==> src/rtl/fsm_state_monitor.sv <==
// Runtime monitor for a DUT FSM's encoded state stream: legality check against a
// programmable transition table, per-state visit counts and unreached-state report.
module fsm_state_monitor #(
    parameter int STATE_W = 2,
    parameter int CNT_W   = 8,
    parameter int WINDOW  = 64
) (
    input  logic                                 clk,
    input  logic                                 rst_n,
    input  logic                                 start,
    input  logic                                 state_valid,
    input  logic [STATE_W-1:0]                   state_in,
    input  logic [(1<<(2*STATE_W))-1:0]          legal_mask,
    input  logic [(1<<STATE_W)-1:0]              reach_mask,
    output logic                                 busy,
    output logic                                 done,
    output logic                                 illegal_trans,
    output logic [STATE_W-1:0]                   illegal_from,
    output logic [STATE_W-1:0]                   illegal_to,
    output logic [CNT_W-1:0]                     err_count,
    output logic [(1<<STATE_W)-1:0]              unreached,
    output logic [(1<<STATE_W)*CNT_W-1:0]        visit_cnt
);

    localparam int N     = 1 << STATE_W;
    localparam int SMP_W = $clog2(WINDOW + 1);

    localparam logic [1:0] S_IDLE  = 2'd0;
    localparam logic [1:0] S_FIRST = 2'd1;
    localparam logic [1:0] S_RUN   = 2'd2;
    localparam logic [1:0] S_DONE  = 2'd3;

    localparam logic [CNT_W-1:0] CNT_MAX  = '1;
    localparam logic [CNT_W-1:0] CNT_ONE  = CNT_W'(1);
    localparam logic [SMP_W-1:0] SMP_ONE  = SMP_W'(1);
    localparam logic [SMP_W-1:0] SMP_LAST = SMP_W'(WINDOW - 1);

    logic [1:0]         state;
    logic [STATE_W-1:0] prev;
    logic [N-1:0]       visited;
    logic [SMP_W-1:0]   samples;
    logic [CNT_W-1:0]   cnt [N];

    logic [N-1:0]       in_onehot;
    logic [N-1:0]       visited_nxt;
    logic [CNT_W-1:0]   cnt_inc;
    logic               is_legal;

    always_comb begin
        in_onehot           = '0;
        in_onehot[state_in] = 1'b1;
        visited_nxt         = visited | in_onehot;
        cnt_inc             = (cnt[state_in] == CNT_MAX) ? CNT_MAX : cnt[state_in] + CNT_ONE;
        is_legal            = legal_mask[{prev, state_in}];
    end

    assign busy = (state == S_FIRST) || (state == S_RUN);

    for (genvar s = 0; s < N; s++) begin : g_visit
        assign visit_cnt[s*CNT_W +: CNT_W] = cnt[s];
    end

    // done and unreached are registered on the edge that accepts the final sample,
    // so both are visible together during the one-cycle DONE state.
    always_ff @(posedge clk or negedge rst_n) begin
        if (!rst_n) begin
            state         <= S_IDLE;
            prev          <= '0;
            visited       <= '0;
            samples       <= '0;
            done          <= 1'b0;
            illegal_trans <= 1'b0;
            illegal_from  <= '0;
            illegal_to    <= '0;
            err_count     <= '0;
            unreached     <= '0;
            for (int s = 0; s < N; s++) cnt[s] <= '0;
        end else begin
            done          <= 1'b0;
            illegal_trans <= 1'b0;
            case (state)
                S_IDLE: begin
                    if (start) begin
                        state        <= S_FIRST;
                        visited      <= '0;
                        samples      <= '0;
                        err_count    <= '0;
                        illegal_from <= '0;
                        illegal_to   <= '0;
                        unreached    <= '0;
                        for (int s = 0; s < N; s++) cnt[s] <= '0;
                    end
                end
                S_FIRST: begin
                    if (state_valid) begin
                        prev           <= state_in;
                        visited        <= visited_nxt;
                        cnt[state_in]  <= cnt_inc;
                        samples        <= SMP_ONE;
                        state          <= S_RUN;
                    end
                end
                S_RUN: begin
                    if (state_valid) begin
                        prev          <= state_in;
                        visited       <= visited_nxt;
                        cnt[state_in] <= cnt_inc;
                        samples       <= samples + SMP_ONE;
                        if (!is_legal) begin
                            illegal_trans <= 1'b1;
                            illegal_from  <= prev;
                            illegal_to    <= state_in;
                            if (err_count != CNT_MAX) err_count <= err_count + CNT_ONE;
                        end
                        if (samples == SMP_LAST) begin
                            state     <= S_DONE;
                            done      <= 1'b1;
                            unreached <= reach_mask & ~visited_nxt;
                        end
                    end
                end
                S_DONE:  state <= S_IDLE;
                default: state <= S_IDLE;
            endcase
        end
    end

endmodule

==> config.mk <==
export PLATFORM = sky130hd
export DESIGN_NAME = fsm_state_monitor
export DESIGN_NICKNAME = d
export VERILOG_FILES = /design/src/rtl/fsm_state_monitor.sv
export SDC_FILE = /design/constraint.sdc
export NUM_CORES = 1
export LEC_CHECK = 0
export ABC_AREA = 1
export CAP_MARGIN = 20
export CORE_ASPECT_RATIO = 1.2
export CORE_UTILIZATION = 56
export CTS_CLUSTER_SIZE = 28
export DETAILED_ROUTE_END_ITERATION = 8
export GPL_TIMING_DRIVEN = 0
export PLACE_DENSITY_LB_ADDON = 0.08
export SYNTH_ARGS = -nofsm -noshare
export SYNTH_HDL_FRONTEND = slang
export SYNTH_SLANG_ARGS = --single-unit
==> constraint.sdc <==
create_clock -name clk -period 3.8 [get_ports clk]
set_input_delay 0.76 -clock clk [delete_from_list [all_inputs] [get_ports clk]]
set_output_delay 0.76 -clock clk [all_outputs]
set_load 0.05 [all_outputs]
==> results of run 1 <==
-- layout make-up --
cell class	instances	area, um^2	area share (%)
Sequential cell	65	1630	34.4
Clock buffer	13	159	3.36
Buffer	9	80.1	1.69
Inverter	45	174	3.68
Timing Repair Buffer	74	738	15.6
Tap cell	85	106	2.25
Clock inverter	3	15.0	0.318
Multi-Input combinational cell	385	1830	38.7
-- registers in the layout (all words and copies together), names as in the netlist --
name,count
visit_cnt,32
err_count,8
samples,7
unreached,4
visited,4
illegal_from,2
illegal_to,2
prev,2
state,2
done,1
illegal_trans,1
-- worst min-delay path, cell delays in order (launching register included) --
cell and delay [ps]:
dfrtp_1 350, nand2_1 60, o31ai_1 50
-- metal layers --
layer	wire length [um]	GRT usage, %
met1	3870	35.0
met3	625	4.82
met2	5180	54.2
met4	353	18.4
met5	0	0
-- kinds of logic (layout without fill, tap and decap cells) --
group	Yosys count	after routing
AOI/OAI and AO/OA	54	54
and+or+nand+nor	322	322
DFF	65	65
buffers and inverters	54	144
adders and majority gates	8	8
xor gates and xnor gates	1	1
-- how the worst min path moves through the flow --
stage                            end  cells past startpoint        from  slack [ps]
after floorplan           samples[6]                      2  samples[6]         450
after global placement    samples[6]                      2  samples[6]         470
after detailed placement  samples[6]                      2  samples[6]         480
after CTS                 samples[6]                      2  samples[6]         500
after global routing      samples[6]                      2  samples[6]         530
final                     samples[6]                      2  samples[6]         490
-- per-stage QoR --
stage | area, um^2 | hold slack (ps)
6_report | 4730 | 494
5_1_grt | 4730 | 529
4_1_cts | 4730 | 499
3_5_place_dp | 4550 | 483
3_3_place_gp | 4560 | 469
2_1_floorplan | 3710 | 452
-- placed cells by master, fill, tap and decap left out, types with 2 or more instances in the layout --
master	netlist	final
inv_1	37	37
nor3_2	3	3
nand4_1	10	10
buf_4	2	3
nand3_2	6	6
nor2_2	4	4
clkbuf_1	1	3
nand2_2	7	7
o21ai_1	15	15
buf_6	5	5
a21oi_1	14	14
clkbuf_8	0	11
clkinv_2	0	3
dfrtp_1	65	65
clkdlybuf4s50_1	0	73
nand3_1	22	22
o21ai_0	22	22
nor2_1	23	23
nand2_4	3	3
nor3_1	6	6
nand2_1	231	231
ha_1	8	8
inv_2	7	7
nor2_4	2	2
-- power breakdown --
part	leakage, nW	total [mW]	switching (mW)	internal, mW
Clock	0.0932	0.539	0.270	0.270
Sequential	0.882	0.911	0.0924	0.819
Combinational	1.42	1.53	1.09	0.443
Total	2.39	2.98	1.45	1.53
==> flow_summary.ini, run 1 <==
[place]
io_buffers = 74
dp.final_hpwl_um = 7070
placed_cells = 663
gp_congestion = 0.877
place_worst_setup_slack_ps = 1100

[floorplanning]
dieArea_mm2 = 0.00695
core_area_mm2 = 0.00641
row_count = 32
die_y_um = 91.1
num_io_pins = 77
initial_core_util_pct = 57.9
die_w_um = 76.3

[worst_setup_path]
timing.rr.start = state[0]
cp_num_buf_inv = 2
path_depth = 3
reg2reg_depth = 9
timing.rr.end = visit_cnt[14]
worstPathRequired_ps = 3040
slowest_delay_ps = 850
crit_arrival_ps = 2160
crit_type = flip-flop to primary output
ff2ff_setup_slack_ps = 1360
critPathCaptureType = primary output
cp_cell_sequence = inv_1 > ha_1 > clkdlybuf4s50_1
worst_setup_path_start_kind = flip-flop
critical_path.endpoint = busy
crit_family = buffers and inverters
cp_max_fo = 6
slowest_stage = clkdlybuf4s50_1
critPathLaunch = state[0]

[detailed_routing]
wire_per_inst_um = 14.8
drtIter0Drc = 195
num_vias = 3689
avgViaCountPerCell = 5.43
wl_um = 10000
drt_pass1_iterations = 5
ant_nets = 0
drc = 0

[synth]
synth_common_cells = nand2_1 (231), dfrtp_1 (65), inv_1 (37)
syn_inst = 504
syn_nets = 538
yosys_warnings = 0
synth-compound-area-share_pct = 7.83
synthSimpleGateAreaFrac_pct = 38.5
synth_top_area_cell = dfrtp_1
synthTopCellsByArea = dfrtp_1 (44%), nand2_1 (23%), inv_1 (3.7%)
synth_xor_area_share_pct = 0.236
synth-main-ff-cell = dfrtp_1
synthAdderAreaFrac_pct = 2.70
yosysMostFrequentCell = nand2_1
synth_top_cell_area_share_pct = 43.9
synth_top_family_by_area = simple AND/OR/NAND/NOR gates
synth_edf_count = 0
synth_seq_area_share_pct = 43.9
netlist_area_mm2 = 0.00371
synth_seq_cells = 65
ys_types = 32
synth_area_per_cell_um2 = 7.36
synth.area.mux_share_pct = 0
async_reset_ff_share_pct = 100

[global_routing]
grt_start_max_net_pins = 66
grt_pass1_wl_um = 16700
antenna_found_initial = 0
grt_remaining_overflow = 0
track_usage_pct = 30.8
grt_pass1_vias = 3744

[power_and_ir_drop]
ir_drop_v = 0.000403
total_power_mw = 2.98
powerDensity_mw_per_mm2 = 631
power.leakage_nw = 2.39

[final_layout]
finalNonFillerCells = 679
syn_to_final_growth_pct = 27.5
fin_nets = 623
fin_util_pct = 73.8
drive_gt1_share_pct = 10.4
antennaDiodeCount = 0
fillerInstances = 507

[timing]
hold_viol_final = 0
worst_pin_slew_ps = 843
rsz0062_at_grt = no
fmax_mhz = 342
setup_viol = 0
maxSlewViolCount = 0
relSlewSlack_pct = 43.4
finalCritPeriodShare_pct = 76.9
period_needed_ps = 2920
finalSetupTns_ps = 0
skew_ps = 6.44
setup_ws_ps = 878

[clocking]
cts_max_level = 3
cts_tree = yes
clockBufferDepth = 2
cts-buffers-inserted = 9
cts_setup_buffers = 0
ctsHoldBuffers = 0
cts_sinks = 65
cts-root-buf = clkbuf_8
clk_pin_slew_worst_paths_ps = 70
clkLatencyLatePin_ps = 350
post_cts_resized = 0

[worst_hold_path]
min_path_type = flip-flop to flip-flop

[flow_run]
drv_cap = 0

[outcome]
status = completed
No activity file was read; power rests on OpenSTA's default activity.
==> run 2: changes to the inputs <==
Settings changed: CORE_UTILIZATION 56 to 47.
Clock period 3.8 ns to 2.39 ns, I/O delays scaled along.
==> run 2 against run 1 <==
  * The flow now finishes with violations (negative setup slack)
  * Clock skew increased by 2.7 ps
  * First-iteration DRC count is 2.1% higher
  * Wire length down 2.2%
  * Non-clock buffer count did not move
  * Largest cell class unchanged
  * Largest power group unchanged
==> flow_summary.ini, run 2 (synthesis gave the netlist of run 1 again) <==
[worst_setup_path]
worstPathRequired_ps = 2670
worst_setup_path_start_kind = flip-flop
ff2ff_setup_slack_ps = -4
timing.rr.end = visit_cnt[30]
critPathLaunch = state[0]
crit_type = flip-flop to flip-flop
reg2reg_depth = 9
timing.rr.start = state[0]
cp_max_fo = 9
critPathCaptureType = flip-flop
crit_arrival_ps = 2670

[clocking]
ctsHoldBuffers = 0
clkLatencyLatePin_ps = 350
clk_pin_slew_worst_paths_ps = 70
cts_setup_buffers = 0
cts-buffers-inserted = 9
cts_tree = yes
cts_sinks = 65
cts-root-buf = clkbuf_8
post_cts_resized = 2
cts_max_level = 3
clockBufferDepth = 2

[timing]
setup_ws_ps = -3.89
timing.hold.ws_ps = 240
finalCritPeriodShare_pct = 100
rsz0062_at_grt = yes
skew_ps = 9.15
setup_viol = 1
relSlewSlack_pct = 44.1
fmax_mhz = 418
worst_pin_slew_ps = 833
period_needed_ps = 2390
hold_viol_final = 0
maxSlewViolCount = 0

[final_layout]
drive_gt1_share_pct = 10.5
fin_nets = 623
antennaDiodeCount = 0
final_common_cell = nand2_1
largest_register_ffs = 32
syn_to_final_growth_pct = 27.5
final_cell_mix = nand2_1 (231), clkdlybuf4s50_1 (72), dfrtp_1 (65), inv_1 (37), nor2_1 (23)
fillerInstances = 721
design_area_mm2 = 0.00473

[worst_hold_path]
min_path_type = input pin to async pin

[power_and_ir_drop]
ir_drop_v = 0.000455
power.leakage_nw = 2.39
powerDensity_mw_per_mm2 = 987

[place]
gp_congestion = 0.847
io_buffers = 74
placed_area_mm2 = 0.00456
place_worst_setup_slack_ps = -106
dp.final_hpwl_um = 6950

[global_routing]
track_usage_pct = 25.3
grt_remaining_overflow = 0
grt_pass1_vias = 3526
grt_pass1_wl_um = 16600
antenna_found_initial = 0
grt_start_max_net_pins = 66

[floorplanning]
row_count = 35
die_y_um = 99.3
dieArea_mm2 = 0.00825
core_area_mm2 = 0.00766
die_w_um = 83.1
initial_core_util_pct = 48.4
num_io_pins = 77

[detailed_routing]
wl_um = 9800
drtIter0Drc = 199
drc = 0
ant_nets = 0
avgViaCountPerCell = 5.21
wire_per_inst_um = 14.3
drt_pass1_iterations = 4
num_vias = 3571

[outcome]
status = complete, but fails checks
violations = negative setup slack

[flow_run]
drv_cap = 0
==> run 2: per-layer routing <==
layer	vias up	track usage [%]	share of wire, %
met3	20	3.40	5.1
met4	0	11.5	2.4
met1	1683	30.5	41
met2	102	45.1	51
met5	-	0	0
li1	1766	-	-
==> run 2: final cells by class <==
type                    instances  area [um^2]  share of cell area [%]
multi-input cells             385         1830                    38.8
inverters                      45          174                    3.68
clock buffers                  11          141                    2.99
repair buffers                 74          737                    15.6
clock inverters                 4         20.0                   0.423
plain buffers                   9         80.1                    1.69
well taps                      92          115                    2.43
flip-flops and latches         65         1630                    34.4
==> run 2: power breakdown <==
group	switching (mW)	internal, mW	total (mW)
Combinational	1.72	0.695	2.41
Sequential	0.135	1.30	1.44
Clock	0.426	0.392	0.819
==> run 2: worst max-delay path, cell delays in order, from the launching register on <==
cell	delay [ps]
dfrtp_1	380
inv_1	110
ha_1	420
inv_2	210
nand2_1	140
nand2_1	110
nand2_2	110
nor3_2	560
inv_1	140
o21ai_1	150
==> run 2: how the worst max path moves through the flow <==
stage	end	slack (ps)	cells after the start
after global routing	visit_cnt[22]	-160	9
after detailed placement	visit_cnt[14]	-110	7
after CTS	visit_cnt[30]	10	9
after global placement	visit_cnt[26]	-1350	1
after floorplan	visit_cnt[0]	280	10
final	visit_cnt[30]	-4	9
==> run 2: metrics by stage <==
step	power, mW	setup TNS [ps]	cells	util (%)
global route	4.99	-2120	685	61.7
floorplan	3.12	0	504	-
CTS	4.69	0	685	61.7
global placement	3.83	-87820	670	59.6
detailed placement	3.86	-149	670	59.5
finish	4.67	-3.89	685	61.7
